File: src/rtl/mtsp_sf_exp_np.sv
`default_nettype none
// ============================================================================
// Module   : mtsp_sf_exp_np
// Brief    : Multi-phase exponent special-function unit (LOGB / MANT) with
//            per-phase request holds, round-robin arbitration, 3-stage pipe.
// Revision : 1.0 - initial release
// ============================================================================
module mtsp_sf_exp_np #(
    parameter int PHASES = 2,
    parameter int EXP_W  = 7,
    parameter int FRAC_W = 16,
    parameter int DOUT_W = 32
) (
    input  logic                       CLK,
    input  logic                       nRST,
    input  logic [PHASES-1:0]          REQ_VALID,
    output logic [PHASES-1:0]          REQ_READY,
    input  logic [PHASES-1:0]          REQ_MODE,
    input  logic [PHASES*DOUT_W-1:0]   DIN,
    output logic [PHASES-1:0]          PHASE_EN,
    output logic [$clog2(PHASES)-1:0]  DOUT_PHASE,
    output logic [DOUT_W-1:0]          DOUT
);

    localparam int c_DATA_W = 1 + EXP_W + FRAC_W;
    localparam int c_PW     = $clog2(PHASES);
    localparam int c_KW     = $clog2(EXP_W + 1);
    localparam logic [EXP_W-1:0] c_BIAS   = EXP_W'((1 << (EXP_W - 1)) - 1);
    localparam logic [EXP_W:0]   c_BIAS_X = (EXP_W + 1)'((1 << (EXP_W - 1)) - 1);

    generate
        if (PHASES < 2) begin : g_chk_phases
            $fatal(1, "PHASES must be at least 2");
        end
        if (FRAC_W < EXP_W - 1) begin : g_chk_frac
            $fatal(1, "FRAC_W must be >= EXP_W-1");
        end
        if (DOUT_W < c_DATA_W) begin : g_chk_dout
            $fatal(1, "DOUT_W must be >= 1+EXP_W+FRAC_W");
        end
    endgenerate

    // ------------------------------------------------------------------
    // Hold stage
    // ------------------------------------------------------------------
    logic [c_DATA_W-1:0] r_hold_data [PHASES];
    logic [PHASES-1:0]   r_hold_mode;
    logic [PHASES-1:0]   r_hold_v;
    logic [PHASES-1:0]   w_grant;
    logic [PHASES-1:0]   w_accept;
    logic [c_PW-1:0]     w_gidx;
    logic                w_found;
    logic [c_PW-1:0]     r_ptr;

    assign REQ_READY = nRST ? (~r_hold_v | w_grant) : '0;
    assign w_accept  = REQ_VALID & REQ_READY;

    generate
        for (genvar p = 0; p < PHASES; p++) begin : g_hold
            always_ff @(posedge CLK) begin
                if (!nRST) begin
                    r_hold_data[p] <= '0;
                    r_hold_mode[p] <= 1'b0;
                    r_hold_v[p]    <= 1'b0;
                end else if (w_accept[p]) begin
                    r_hold_data[p] <= DIN[p*DOUT_W +: c_DATA_W];
                    r_hold_mode[p] <= REQ_MODE[p];
                    r_hold_v[p]    <= 1'b1;
                end else if (w_grant[p]) begin
                    r_hold_v[p]    <= 1'b0;
                end
            end

            if (DOUT_W > c_DATA_W) begin : g_pad
                logic w_unused_pad;
                assign w_unused_pad = ^DIN[p*DOUT_W + c_DATA_W +: DOUT_W - c_DATA_W];
            end
        end
    endgenerate

    // Round-robin search begins one past the last granted phase.
    always_comb begin
        w_grant = '0;
        w_gidx  = '0;
        w_found = 1'b0;
        for (int i = 1; i <= PHASES; i++) begin
            if (!w_found && r_hold_v[(int'(r_ptr) + i) % PHASES]) begin
                w_found = 1'b1;
                w_grant[(int'(r_ptr) + i) % PHASES] = 1'b1;
                w_gidx  = c_PW'((int'(r_ptr) + i) % PHASES);
            end
        end
    end

    always_ff @(posedge CLK) begin
        if (!nRST) begin
            r_ptr <= c_PW'(PHASES - 1);
        end else if (w_found) begin
            r_ptr <= w_gidx;
        end
    end

    // ------------------------------------------------------------------
    // S0: granted operand
    // ------------------------------------------------------------------
    logic                r_s0_v;
    logic [c_DATA_W-1:0] r_s0_data;
    logic                r_s0_mode;
    logic [c_PW-1:0]     r_s0_phase;

    always_ff @(posedge CLK) begin
        if (!nRST) begin
            r_s0_v     <= 1'b0;
            r_s0_data  <= '0;
            r_s0_mode  <= 1'b0;
            r_s0_phase <= '0;
        end else begin
            r_s0_v <= w_found;
            if (w_found) begin
                r_s0_data  <= r_hold_data[w_gidx];
                r_s0_mode  <= r_hold_mode[w_gidx];
                r_s0_phase <= w_gidx;
            end
        end
    end

    // ------------------------------------------------------------------
    // S1: unbias exponent, magnitude/sign split, zero detection
    // ------------------------------------------------------------------
    logic [EXP_W-1:0] w_exp;
    logic [EXP_W:0]   w_e;
    logic [EXP_W-1:0] w_abs;
    logic             w_zero;

    assign w_exp  = r_s0_data[FRAC_W +: EXP_W];
    assign w_e    = {1'b0, w_exp} - c_BIAS_X;
    assign w_abs  = EXP_W'(w_e[EXP_W] ? (~w_e + 1'b1) : w_e);
    assign w_zero = (w_exp == '0) | (~r_s0_mode & (w_exp == c_BIAS));

    logic              r_s1_v;
    logic [EXP_W-1:0]  r_s1_abs;
    logic              r_s1_esgn;
    logic              r_s1_mode;
    logic              r_s1_isign;
    logic [FRAC_W-1:0] r_s1_frac;
    logic              r_s1_zero;
    logic [c_PW-1:0]   r_s1_phase;

    always_ff @(posedge CLK) begin
        if (!nRST) begin
            r_s1_v     <= 1'b0;
            r_s1_abs   <= '0;
            r_s1_esgn  <= 1'b0;
            r_s1_mode  <= 1'b0;
            r_s1_isign <= 1'b0;
            r_s1_frac  <= '0;
            r_s1_zero  <= 1'b0;
            r_s1_phase <= '0;
        end else begin
            r_s1_v <= r_s0_v;
            if (r_s0_v) begin
                r_s1_abs   <= w_abs;
                r_s1_esgn  <= w_e[EXP_W];
                r_s1_mode  <= r_s0_mode;
                r_s1_isign <= r_s0_data[c_DATA_W-1];
                r_s1_frac  <= r_s0_data[FRAC_W-1:0];
                r_s1_zero  <= w_zero;
                r_s1_phase <= r_s0_phase;
            end
        end
    end

    // ------------------------------------------------------------------
    // S2: integer-to-float for LOGB, rebias for MANT
    // ------------------------------------------------------------------
    logic [c_KW-1:0]     w_k;
    logic [FRAC_W-1:0]   w_lfrac;
    logic [c_DATA_W-1:0] w_logb;
    logic [c_DATA_W-1:0] w_mant;
    logic [c_DATA_W-1:0] w_res;
    logic [PHASES-1:0]   w_onehot;

    always_comb begin
        w_k = '0;
        for (int i = 0; i < EXP_W; i++) begin
            if (r_s1_abs[i]) begin
                w_k = c_KW'(i);
            end
        end
        // Right-shifting by k parks the leading one at bit FRAC_W, so the
        // low FRAC_W bits are exactly the remaining bits, left-aligned.
        w_lfrac = FRAC_W'({r_s1_abs, {FRAC_W{1'b0}}} >> w_k);
        w_logb  = {r_s1_esgn, c_BIAS + EXP_W'(w_k), w_lfrac};
        w_mant  = {r_s1_isign, c_BIAS, r_s1_frac};
        if (r_s1_zero) begin
            w_res = '0;
        end else if (r_s1_mode) begin
            w_res = w_mant;
        end else begin
            w_res = w_logb;
        end
    end

    assign w_onehot = {{(PHASES-1){1'b0}}, 1'b1} << r_s1_phase;

    logic [PHASES-1:0] r_phase_en;
    logic [c_PW-1:0]   r_dout_phase;
    logic [DOUT_W-1:0] r_dout;

    always_ff @(posedge CLK) begin
        if (!nRST) begin
            r_phase_en   <= '0;
            r_dout_phase <= '0;
            r_dout       <= '0;
        end else begin
            r_phase_en <= r_s1_v ? w_onehot : '0;
            if (r_s1_v) begin
                r_dout_phase <= r_s1_phase;
                r_dout       <= DOUT_W'(w_res);
            end
        end
    end

    assign PHASE_EN   = r_phase_en;
    assign DOUT_PHASE = r_dout_phase;
    assign DOUT       = r_dout;

endmodule
`default_nettype wire

File: config.mk
export PLATFORM = sky130hd
export DESIGN_NAME = mtsp_sf_exp_np
export DESIGN_NICKNAME = d
export VERILOG_FILES = /design/src/rtl/mtsp_sf_exp_np.sv
export SDC_FILE = /design/constraint.sdc
export NUM_CORES = 1
export LEC_CHECK = 0
export CAP_MARGIN = 20
export CELL_PAD_IN_SITES_DETAIL_PLACEMENT = 1
export CELL_PAD_IN_SITES_GLOBAL_PLACEMENT = 2
export CORE_MARGIN = 1
export CORE_UTILIZATION = 37
export CTS_BUF_LIST = sky130_fd_sc_hd__clkbuf_8
export DETAILED_ROUTE_END_ITERATION = 10
export MAX_ROUTING_LAYER = met4
export PLACE_DENSITY = 0.91
export SYNTH_ARGS = -nofsm -noshare
export SYNTH_HDL_FRONTEND = slang
export SYNTH_SLANG_ARGS = --single-unit
export TNS_END_PERCENT = 100
File: constraint.sdc
create_clock -name CLK -period 3.5 [get_ports CLK]
set_clock_uncertainty 0.1 [all_clocks]
set_input_delay 0.7 -clock CLK [delete_from_list [all_inputs] [get_ports CLK]]
set_output_delay 0.7 -clock CLK [all_outputs]
set_load 0.01 [all_outputs]
# ---- Yosys cells after proc, flatten, opt, wreduce, memory -nomap -nowiden
# Memory sizes are Yosys's and may differ from the RTL's. A register that Yosys moved wholly into a read port is not among the register bits.
# Index checks and enable logic that the tools add are counted.
dict set report op_classes {
  n_addsub 5
  n_lt_le_gt_ge 5
  eq_ne 1
  n_shift 2
  n_mux 41
  n_bitwise 12
  n_reduce_logical 9
}
# op n
set ops {}
lappend ops {{two-way mux 24 bit} 4}
lappend ops {{two-way mux 1 bit} 26}
lappend ops {{>> shifter 23 x 3 -> 16 bit} 1}
lappend ops {{two-way mux 3 bit} 5}
lappend ops {{subtractor 7 x 6 -> 8 bit, second input constant} 1}
lappend ops {{adder 6 x 3 -> 7 bit, first input constant} 1}
lappend ops {{adder 7 x 1 -> 7 bit, second input constant} 1}
lappend ops {{equality test 7 x 6 -> 1 bit, second input constant} 1}
lappend ops {{logical NOT 7 bit} 1}
lappend ops {{two-way mux 7 bit} 1}
lappend ops {{inverter 7 bit} 1}
lappend ops {{less-than comparator 2 x 3 -> 1 bit, second input constant} 2}
lappend ops {{two-way mux 2 bit} 3}
lappend ops {{>= comparator 2 x 1 -> 1 bit, second input constant} 2}
lappend ops {{bitwise OR 2 bit} 2}
lappend ops {{nonzero test 2 bit} 2}
lappend ops {{logical AND 1 bit} 3}
lappend ops {{bitwise OR 1 bit} 3}
lappend ops {{adder 1 bit, second input constant} 2}
lappend ops {{AND 1 bit, first input constant} 2}
lappend ops {{AND 2 bit} 1}
lappend ops {{demux 1 bit (select 1 bit)} 2}
lappend ops {{logical NOT 1 bit} 2}
lappend ops {{less-than comparator 1 x 2 -> 1 bit, second input constant} 1}
lappend ops {{other kinds (5)} 5}
dict set report word_totals {
  regBits 64
  mem_bits_rw 48
  in_bits 70
  out_inout_bits 37
  wordCells 95
  n_memories 1
}
# memory words width read_ports rd_clocked_by_memory_dff wr line_no
set mem_list {}
lappend mem_list {r_hold_data 2 24 1 1 2 46} ;# logic [c_DATA_W-1:0] r_hold_data [PHASES];

# ---- Depth between registers and ports, before layout
# Gate-level depths: netlist (run 1).
dict set report depth {
  depth_word 16
  ltp_mapped 8
  mapped_depth_nobuf 7
}

# ---- Worst setup path before layout (run 1)
# OpenSTA, ideal clock, no wires.
dict set report synth_timing {
  path_type {input port to flip-flop}
  start {in REQ_VALID[0]}
  end {mem r_hold_data[0][0] (netlist name) (enable)}
  setup_time_ps 384
  t_arrival_ps 1682
  t_required_ps 3016
  slack_ps 1333
  stages 3
  path_buffers 1
  path_cell_list {and3_1 -> clkbuf_1 -> nand2b_1}
}
# item line_no
set synth_lines {}
lappend synth_lines {{start, declared} 16} ;# input logic [PHASES-1:0] REQ_VALID,
lappend synth_lines {{end, declared} 46}

# ---- Worst setup path after layout (run 1)
dict set report layout_timing {
  start {reg r_hold_v[0]}
  end {out REQ_READY[0]}
}
dict set report layout_via {
  elab_chain_len 9
  elab_cells_between_ends 15
  classes_between {10 x mux; 3 x bitwise; 2 x reduce/logical}
}
# item line_no
set layout_lines {}
lappend layout_lines {{start, declared} 48} ;# logic [PHASES-1:0] r_hold_v;
lappend layout_lines {{start signal, assigned by index} 64} ;# r_hold_v[p] <= 1'b0;
lappend layout_lines {{start signal, assigned by index} 68} ;# r_hold_v[p] <= 1'b1;
lappend layout_lines {{start signal, assigned by index} 70} ;# r_hold_v[p] <= 1'b0;
lappend layout_lines {{two-way mux 1 bit (not written as such) (3 in series)} 87} ;# if (!w_found && r_hold_v[(int'(r_ptr) + i) % PHASES]) begin
lappend layout_lines {{two-way mux 1 bit} 87}
lappend layout_lines {{logical NOT 1 bit} 87}
lappend layout_lines {{logical AND 1 bit} 87}
lappend layout_lines {{two-way mux 2 bit} 87}
lappend layout_lines {{bitwise OR 2 bit (*)} 55} ;# assign REQ_READY = nRST ? (~r_hold_v | w_grant) : '0;
lappend layout_lines {{two-way mux 2 bit (*)} 55}
lappend layout_lines {{end, declared} 17} ;# output logic [PHASES-1:0] REQ_READY,
# Mark *: on every way between the ends. The rest lies on a longest branch, timed or not. The select of a mux whose other input is x is not followed.

==> run_results.csv, run 1 <==
group,metric,value,unit
pwr,cellLeakagePower,2.640,nW
global_routing,grt_max_degree,57,
final_layout,final_common_cell,"dfxtp_1",
hold_path,hp-class,"flip-flop to flip-flop",
global_routing,antenna_found_initial,0,
placed_design,place_area,6668,um^2
synthesis,synth_area_per_cell,10.21,um^2
timing,period_share,79.39,%
clock_network,clock_sinks,135,
critical_path,crit_path_end_kind,"output pin",
hold_path,whs_path_depth,2,
placed_design,io_buffers,82,
clock_network,cts_setup_buffers,0,
final_layout,drive_gt1_share,7.143,%
timing,worst_slew_pin_slew,0.7673,ns
synthesis,ys_types,54,
timing,setup_viol,0,
synthesis,async_flop_share,0,%
critical_path,worstPathRequired,2.70,ns
die,initial_core_util,37.87,%
final_layout,final_nets,705,
clock_network,cts-root-buf,"clkbuf_8",
final_layout,design_area,7017,um^2
hold_path,hp-start,"DOUT[16]",
routing,first_pass_iters,4,
critical_path,cp_slowest_cell,"clkdlybuf4s50_1",
critical_path,reg2reg_depth,6,
pwr,cell_internal_pwr,2.469,mW
placed_design,dp_cells,800,
synthesis,yosysWarnings,0,
critical_path,crit_fanout,30,
timing,max-slew-margin-rel,48.78,%
global_routing,grt_first_pass_wirelength,21140,um
placed_design,hpwl,9058,um
critical_path,arrival,1.98,ns
clock_network,cts_buffer_depth,2,
critical_path,cp_cell_sequence,"buf_4 > nand3b_1 > and2_1 > clkdlybuf4s50_1",
die,dieArea,16060,um^2
run,cap_violations,0,
timing,rsz0062_at_grt,"false",
synthesis,synth-seq-area-share,55.29,%
die,core_area,15200,um^2
routing,ant_nets,0,
final_layout,final_cell_mix,"dfxtp_1 (87), clkdlybuf4s50_1 (82), and2_1 (52)",
synthesis,synth_edf_count,48,
final_layout,postLayoutCoreUtil,46.16,%
critical_path,r2r_setup_slack,1.42,ns
critical_path,path_buf_inv,2,
die,dieWidth,126.7,um
die,ios,107,
pwr,ir_drop,0.2484,mV
synthesis,synth_area,5757,um^2
pwr,p_per_area,474.0,nW/um^2
critical_path,r2r_start,"r_s1_abs[5]",
routing,drt_iter0_markers,198,
routing,avgRoutedWirePerCell,15.48,um
clock_network,cts_buffers,17,
pwr,seqPwrFrac,54.5,%
routing,drc,0,
pwr,combPwrFrac,11.3,%
global_routing,first_global_vias,4229,
critical_path,critPathTopFamily,"buffers and inverters",
final_layout,num-fill-cells,1692,
placed_design,gp_congestion,0.7704,
die,die-height,126.7,um
pwr,power,3.326,mW
routing,drt_wl_total,12880,um
timing,setup_tns,0,ns
critical_path,slowest_delay,0.47,ns
global_routing,overflow,0,
clock_network,clk_latency,0.45,ns
synthesis,synthCells,564,
critical_path,reg2reg_to,"DOUT[18]",
timing,drv_slew,0,
synthesis,ys_seq_elements,135,
final_layout,stdcell_count,832,
clock_network,cts-htree-levels,4,
routing,num_vias,4205,
timing,fmax,359.9,MHz
clock_network,ctsResizeCount,0,
pwr,clockPowerShare,34.2,%
final_layout,area_growth,21.89,%
clock_network,cts_hold_buf,0,
critical_path,startpoint_type,"flip-flop",
clock_network,cts_tree,"built",
routing,viasPerCell,5.054,
clock_network,clk_pin_slew,0.08,ns
hold_path,hold_path_end,"DOUT[16]",
synthesis,ys.flop_type,"dfxtp_1",
pwr,switching_share,25.77,%
die,rows,45,
critical_path,crit_type,"flip-flop to output pin",
final_layout,antennaDiodeCount,0,
timing,final_hold_viol_count,0,
global_routing,grt.total_usage,17.44,%
status,status,"finished clean",
pwr,p_sw,0.8571,mW
timing,finalCriticalPeriod,2.779,ns
-- through the flow --
step / hold WS [ns] / setup slack (ns)
floorplan: 0.3050 / 1.333
global placement: 0.3271 / 0.8560
detailed placement: 0.3469 / 0.8260
CTS: 0.3587 / 0.7242
global route: 0.3739 / 0.6548
finish: 0.3477 / 0.7215
-- routing by layer --
metal	up-vias	part of all wire (%)	global-route usage, %
met5	-	0	-
met4	0	1.7	6.653
met3	21	3.8	4.471
met2	87	47	28.31
met1	2014	47	20.84
li1	2083	-	-
-- worst max-delay path by stage --
stage / from / cells after the start / end / slack (ns)
final: r_hold_v[0] / 4 / REQ_READY[0] / 0.72
after global routing: r_hold_v[0] / 4 / REQ_READY[0] / 0.65
after CTS: r_hold_v[0] / 4 / REQ_READY[0] / 0.72
after detailed placement: nRST / 5 / r_hold_data[1][7] / 0.83
after global placement: nRST / 3 / REQ_READY[0] / 0.86
after floorplan: REQ_VALID[0] / 3 / r_hold_data[0][0] / 1.33
-- worst reg2reg max path: cells and delay by family, from the launching register on --
kind | cells | cell delay [ns]
DFF | 1 | 0.65
AOI/OAI and AO/OA | 2 | 0.57
adders and majority gates | 2 | 0.46
and+or+nand+nor | 1 | 0.13
buffers and inverters | 1 | 0.10
-- synthesized netlist by cell type (all sizes together) (5+ instances only) --
cell    number  share of area (%)
nor2        38                2.5
nand2b       5               0.54
a311oi      25                3.8
edfxtp      48                 25
and3         5               0.63
nand2       32                2.1
and2        52                5.7
mux2i       22                3.8
dfxtp       87                 30
inv         33                2.2
nor2b       26                2.8
o21ai       45                3.9
clkbuf      25                1.7
a21oi       12                1.0
a22o        12                1.8
nand3b       6               0.78
nor3         9               0.87
buf         28                2.8
nand3        6               0.52
-- sequential cells by signal, indices dropped and copies added (netlist names), 2 cells and up --
register / count
DOUT: 23
PHASE_EN: 2
r_hold_data: 48
r_hold_mode: 2
r_hold_v: 2
r_s0_data: 24
r_s1_abs: 7
r_s1_frac: 16
-- cells by family (layout without fill, tap and decap cells) --
logic type	count (synthesis)	after routing	share of synthesized area (%)
XOR/XNOR	4	4	0.6087
buffers and inverters	86	159	6.694
other	1	8	0.06514
adder cells (fa/ha/maj)	4	4	0.8694
AND/OR/NAND/NOR	190	190	17.65
multiplexers	22	22	3.825
flip-flops	135	135	55.29
AO/OA/AOI/OAI	122	122	15.00
-- area by class of cell --
type	instances	area, um^2	area share, %
sequential	135	3183	45.36
multi-input combinational	350	2215	31.56
timing repair buffer	94	910.9	12.98
inverter	33	123.9	1.765
clock inverter	11	60.06	0.8559
clock buffer	21	289.0	4.119
tap	188	235.2	3.352
-- power by group through the flow --
stage,Combinational (mW),Clock (mW),Sequential (mW)
2_1_floorplan,0.272,0,1.80
3_3_place_gp,0.358,0,1.84
3_5_place_dp,0.375,0,1.85
4_1_cts,0.380,1.17,1.81
5_1_grt,0.419,1.23,1.83
6_report,0.374,1.14,1.81
(Power assumes the default switching activity.)
==> run 2: changes to the inputs <==
- CORE_UTILIZATION: 37 -> 31
- PLACE_DENSITY: 0.91 -> 0.82
- clock period: 3.5 -> 2.31 ns (I/O delays scaled with it)
==> run 2 against run 1 <==
  * The run now ends with design-rule violations left
  * Clock power rose by 81%
  * Setup slack worse by 0.59 ns
  * Non-clock buffer count rose by 4
==> run_results.csv, run 2 (synthesis gave the netlist of run 1 again) <==
group,metric,value,unit
status,status,"finished, violations left",
status,violations,"design-rule violations",
clock_network,clk_pin_slew,0.07,ns
routing,drt_wl_total,13160,um
critical_path,cp_cell_sequence,"nand3_1 > and2_1 > clkdlybuf4s50_1",
routing,viasPerCell,4.822,
clock_network,cts_tree,"built",
die,core_area,18090,um^2
clock_network,cts-root-buf,"clkbuf_8",
placed_design,place_area,6756,um^2
timing,finalCriticalPeriod,2.178,ns
clock_network,cts_buffers,17,
critical_path,crit_path_end_kind,"output pin",
global_routing,first_global_vias,4382,
final_layout,design_area,7177,um^2
hold_path,hp-start,"nRST",
die,ios,107,
die,initial_core_util,31.83,%
pwr,ir_drop,0.3398,mV
timing,fin_ws,0.1324,ns
final_layout,largest_reg_flops,48,
timing,final_hold_viol_count,0,
placed_design,dp_slack,0.3508,ns
timing,setup_viol,0,
critical_path,worstPathRequired,1.75,ns
critical_path,arrival,1.62,ns
routing,ant_nets,0,
clock_network,cts_buffer_depth,2,
critical_path,critPathTopFamily,"buffers and inverters",
routing,first_pass_iters,7,
critical_path,r2r_start,"r_s1_abs[2]",
final_layout,area_growth,24.67,%
placed_design,hpwl,9529,um
pwr,cellLeakagePower,2.709,nW
timing,setup_tns,0,ns
placed_design,io_buffers,82,
global_routing,antenna_found_initial,0,
final_layout,largest-register,"r_hold_data",
timing,fmax,459.2,MHz
critical_path,reg2reg_depth,6,
die,die-height,138.3,um
critical_path,slowest_delay,0.47,ns
pwr,p_per_area,750.6,nW/um^2
placed_design,gp_congestion,0.8184,
critical_path,crit_fanout,5,
timing,holdWs,0.3043,ns
timing,drv_slew,0,
global_routing,grt_max_degree,62,
hold_path,whs_path_depth,2,
clock_network,clock_sinks,135,
clock_network,cts_setup_buffers,0,
timing,rsz0062_at_grt,"false",
global_routing,grt_first_pass_wirelength,21650,um
final_layout,antennaDiodeCount,0,
routing,drc,10,
final_layout,final_nets,709,
clock_network,cts-htree-levels,4,
final_layout,final_cell_mix,"dfxtp_1 (87), clkdlybuf4s50_1 (80), and2_1 (52)",
global_routing,overflow,0,
clock_network,clk_latency,0.44,ns
routing,avgRoutedWirePerCell,15.00,um
die,dieWidth,138.3,um
timing,max-slew-margin-rel,54.04,%
routing,num_vias,4229,
critical_path,crit_type,"flip-flop to output pin",
routing,drt_iter0_markers,242,
final_layout,final_common_cell,"dfxtp_1",
hold_path,hp-class,"input port to flip-flop",
critical_path,critPathLaunch,"r_hold_v[1]",
timing,period_share,94.27,%
die,dieArea,19120,um^2
timing,worst_slew_pin_slew,0.6885,ns
clock_network,cts_hold_buf,0,
global_routing,grt.total_usage,14.77,%
critical_path,startpoint_type,"flip-flop",
run,cap_violations,0,
critical_path,path_depth,3,
placed_design,dp_cells,845,
final_layout,stdcell_count,877,
critical_path,path_buf_inv,1,
die,rows,49,
final_layout,drive_gt1_share,7.716,%
critical_path,cp_slowest_cell,"clkdlybuf4s50_1",
==> run 2: changes by cell type in the layout (fill, tap and decap cells not counted), sizes merged, moves of 2 or more <==
cell,previous run,this run
clkdlybuf4s50,82,80
buf,12,17
bufinv,0,4
clkbuf,21,18
==> run 2: path summary, 6_finish.rpt <==
| kind | slack, ns | endpoint |
|---|---|---|
| hold / removal | 0.30 | r_hold_v[0] |
| hold reg to reg | 0.35 | DOUT[16] |
| setup reg to reg | 0.38 | DOUT[18] |
| setup / recovery | 0.13 | REQ_READY[1] |
==> run 2: worst register-to-register path, cell delays in order, from the launching register on <==
cell and delay [ns]:
dfxtp_1 0.42, nand2b_1 0.21, a221o_1 0.37, ha_1 0.21, ha_1 0.27, nor2b_1 0.12, o21ai_0 0.16
==> run 2: power by group <==
part           internal, mW  total (mW)  switching [mW]
sequential             2.62        2.74           0.122
combinational         0.293       0.586           0.293
clock                  1.18        2.06           0.881
==> run 2: cell type report <==
cell class              count  area [um^2]
flip-flops and latches    135         3183
inverters                  33        123.9
multi-input cells         350         2215
clock buffers              18        247.7
well taps                 229        286.5
clock inverters            14        170.2
repair buffers             98        950.9
fillers                  2028        10910
==> run 2: what timing repair did <==
action | in CTS | in global routing
endpoints found under the hold margin | 0 | 0
gates resized for setup | 0 | 1
endpoints found under the setup margin | 0 | 1
==> run 2: stage by stage <==
stage	power, mW	utilization, %
after floorplan	3.139	-
after global placement	3.351	37.36
after detailed placement	3.385	37.36
after CTS	5.448	39.67
after global routing	5.629	39.68
final	5.387	39.68
==> run 2: per-layer routing <==
layer,vias to the layer above,routed length (um),global-route usage [%]
li1,2091,-,-
met2,96,6088,23.34
met3,18,522,3.983
met5,-,0,-
met4,0,209,5.500
met1,2024,6335,18.07
==> run 3: changes to the inputs <==
- GPL_ROUTABILITY_DRIVEN: unset -> 0
- MAX_ROUTING_LAYER: met4 -> unset
- SKIP_CTS_REPAIR_TIMING: unset -> 1
==> run 3 against run 2 <==
  * The flow still finishes with violations (design-rule violations)
  * Sequential power about the same
  * Register-to-register slack barely moved
  * Fmax barely moved
  * Routed wire length is 0.15% lower
  * Critical path type unchanged
  * Critical endpoint unchanged
==> run_results.csv, run 3 (synthesis gave the netlist of run 1 again) <==
group,metric,value,unit
status,status,"finished, violations left",
status,violations,"design-rule violations",
critical_path,crit_type,"flip-flop to output pin",
global_routing,overflow,0,
critical_path,crit_fanout,5,
timing,finalCriticalPeriod,2.179,ns
clock_network,clk_latency,0.44,ns
routing,drc,10,
clock_network,cts_buffers,17,
critical_path,cp_slowest_cell,"clkdlybuf4s50_1",
critical_path,r2r_start,"r_s1_abs[2]",
clock_network,cts-htree-levels,4,
final_layout,largest-register,"r_hold_data",
routing,viasPerCell,4.831,
critical_path,reg2reg_to,"DOUT[18]",
critical_path,path_depth,3,
hold_path,hp-class,"input port to flip-flop",
final_layout,postLayoutCoreUtil,39.68,%
timing,rsz0062_at_grt,"false",
timing,worst_slew_pin_slew,0.6911,ns
routing,first_pass_iters,7,
critical_path,slowest_delay,0.47,ns
placed_design,io_buffers,82,
placed_design,hpwl,9529,um
critical_path,path_buf_inv,1,
die,dieWidth,138.3,um
routing,avgRoutedWirePerCell,14.98,um
critical_path,worstPathRequired,1.75,ns
clock_network,cts_buffer_depth,2,
critical_path,arrival,1.62,ns
die,dieArea,19120,um^2
final_layout,final_nets,709,
pwr,ir_drop,0.3393,mV
timing,setup_viol,0,
die,ios,107,
timing,fmax,458.9,MHz
clock_network,clk_pin_slew,0.07,ns
timing,max-slew-margin-rel,53.86,%
routing,ant_nets,0,
run,cap_violations,0,
critical_path,startpoint_type,"flip-flop",
global_routing,antenna_found_initial,0,
critical_path,cp_cell_sequence,"nand3_1 > and2_1 > clkdlybuf4s50_1",
global_routing,grt_max_degree,62,
routing,num_vias,4237,
clock_network,cts-root-buf,"clkbuf_8",
final_layout,largest_reg_flops,48,
pwr,power,5.380,mW
pwr,cellLeakagePower,2.709,nW
clock_network,clock_sinks,135,
critical_path,cp-endpoint,"REQ_READY[1]",
hold_path,hp-start,"nRST",
timing,period_share,94.33,%
clock_network,cts_tree,"built",
global_routing,first_global_vias,4376,
final_layout,final_common_cell,"dfxtp_1",
final_layout,antennaDiodeCount,0,
final_layout,final_cell_mix,"dfxtp_1 (87), clkdlybuf4s50_1 (80), and2_1 (52)",
global_routing,grt.total_usage,14.31,%
final_layout,drive_gt1_share,7.716,%
critical_path,r2r_setup_slack,0.38,ns
final_layout,num-fill-cells,2028,
critical_path,critPathLaunch,"r_hold_v[1]",
pwr,p_per_area,749.7,nW/um^2
timing,setup_tns,0,ns
die,initial_core_util,31.83,%
critical_path,reg2reg_depth,6,
die,rows,49,
global_routing,grt_first_pass_wirelength,21670,um
routing,drt_wl_total,13140,um
routing,drt_iter0_markers,257,
critical_path,crit_path_end_kind,"output pin",
die,core_area,18090,um^2
die,die-height,138.3,um
timing,drv_slew,0,
timing,final_hold_viol_count,0,
critical_path,critPathTopFamily,"buffers and inverters",
final_layout,area_growth,24.67,%
-- run 3: cell type report --
type                       count  area, um^2  share of cell area [%]
inverter                      33       123.9                   1.726
tap                          229       286.5                   3.992
multi-input combinational    350        2215                   30.86
clock buffer                  18       247.7                   3.452
timing repair buffer          98       950.9                   13.25
clock inverter                14       170.2                   2.371
sequential                   135        3183                   44.35
-- run 3: worst min-delay path by stage --
stage | endpoint | slack (ns) | cells past startpoint
global route | r_hold_v[0] | 0.28 | 2
CTS | r_hold_v[0] | 0.27 | 2
floorplan | PHASE_EN[0] | 0.31 | 1
finish | r_hold_v[0] | 0.30 | 2
detailed placement | DOUT[16] | 0.35 | 2
global placement | DOUT[16] | 0.33 | 2
-- run 3: layer usage --
metal | track usage, % | part of all wire [%] | vias up
met5 | 0 | 0 | -
met4 | 6.032 | 1.6 | 0
met3 | 3.568 | 4.2 | 15
met2 | 23.42 | 47 | 98
met1 | 18.02 | 48 | 2033
li1 | - | - | 2091
-- run 3: through the flow --
stage                     cells  hold slack [ns]  instance area, um^2  worst slack (ns)
after floorplan             571           0.3050                 5783            0.3393
after global placement      845           0.3281                 6756            0.3752
after detailed placement    845           0.3478                 6756            0.3508
after CTS                   877           0.2685                 7174           0.06285
after global routing        877           0.2823                 7177           0.01137
final                       877           0.3030                 7177            0.1309
-- run 3: report_power, final --
group,internal (mW),leakage (nW),switching [mW],total [mW]
registers,2.62,1.22,0.121,2.74
logic,0.293,1.26,0.293,0.586
clock network,1.18,0.234,0.876,2.06
total,4.09,2.71,1.29,5.38
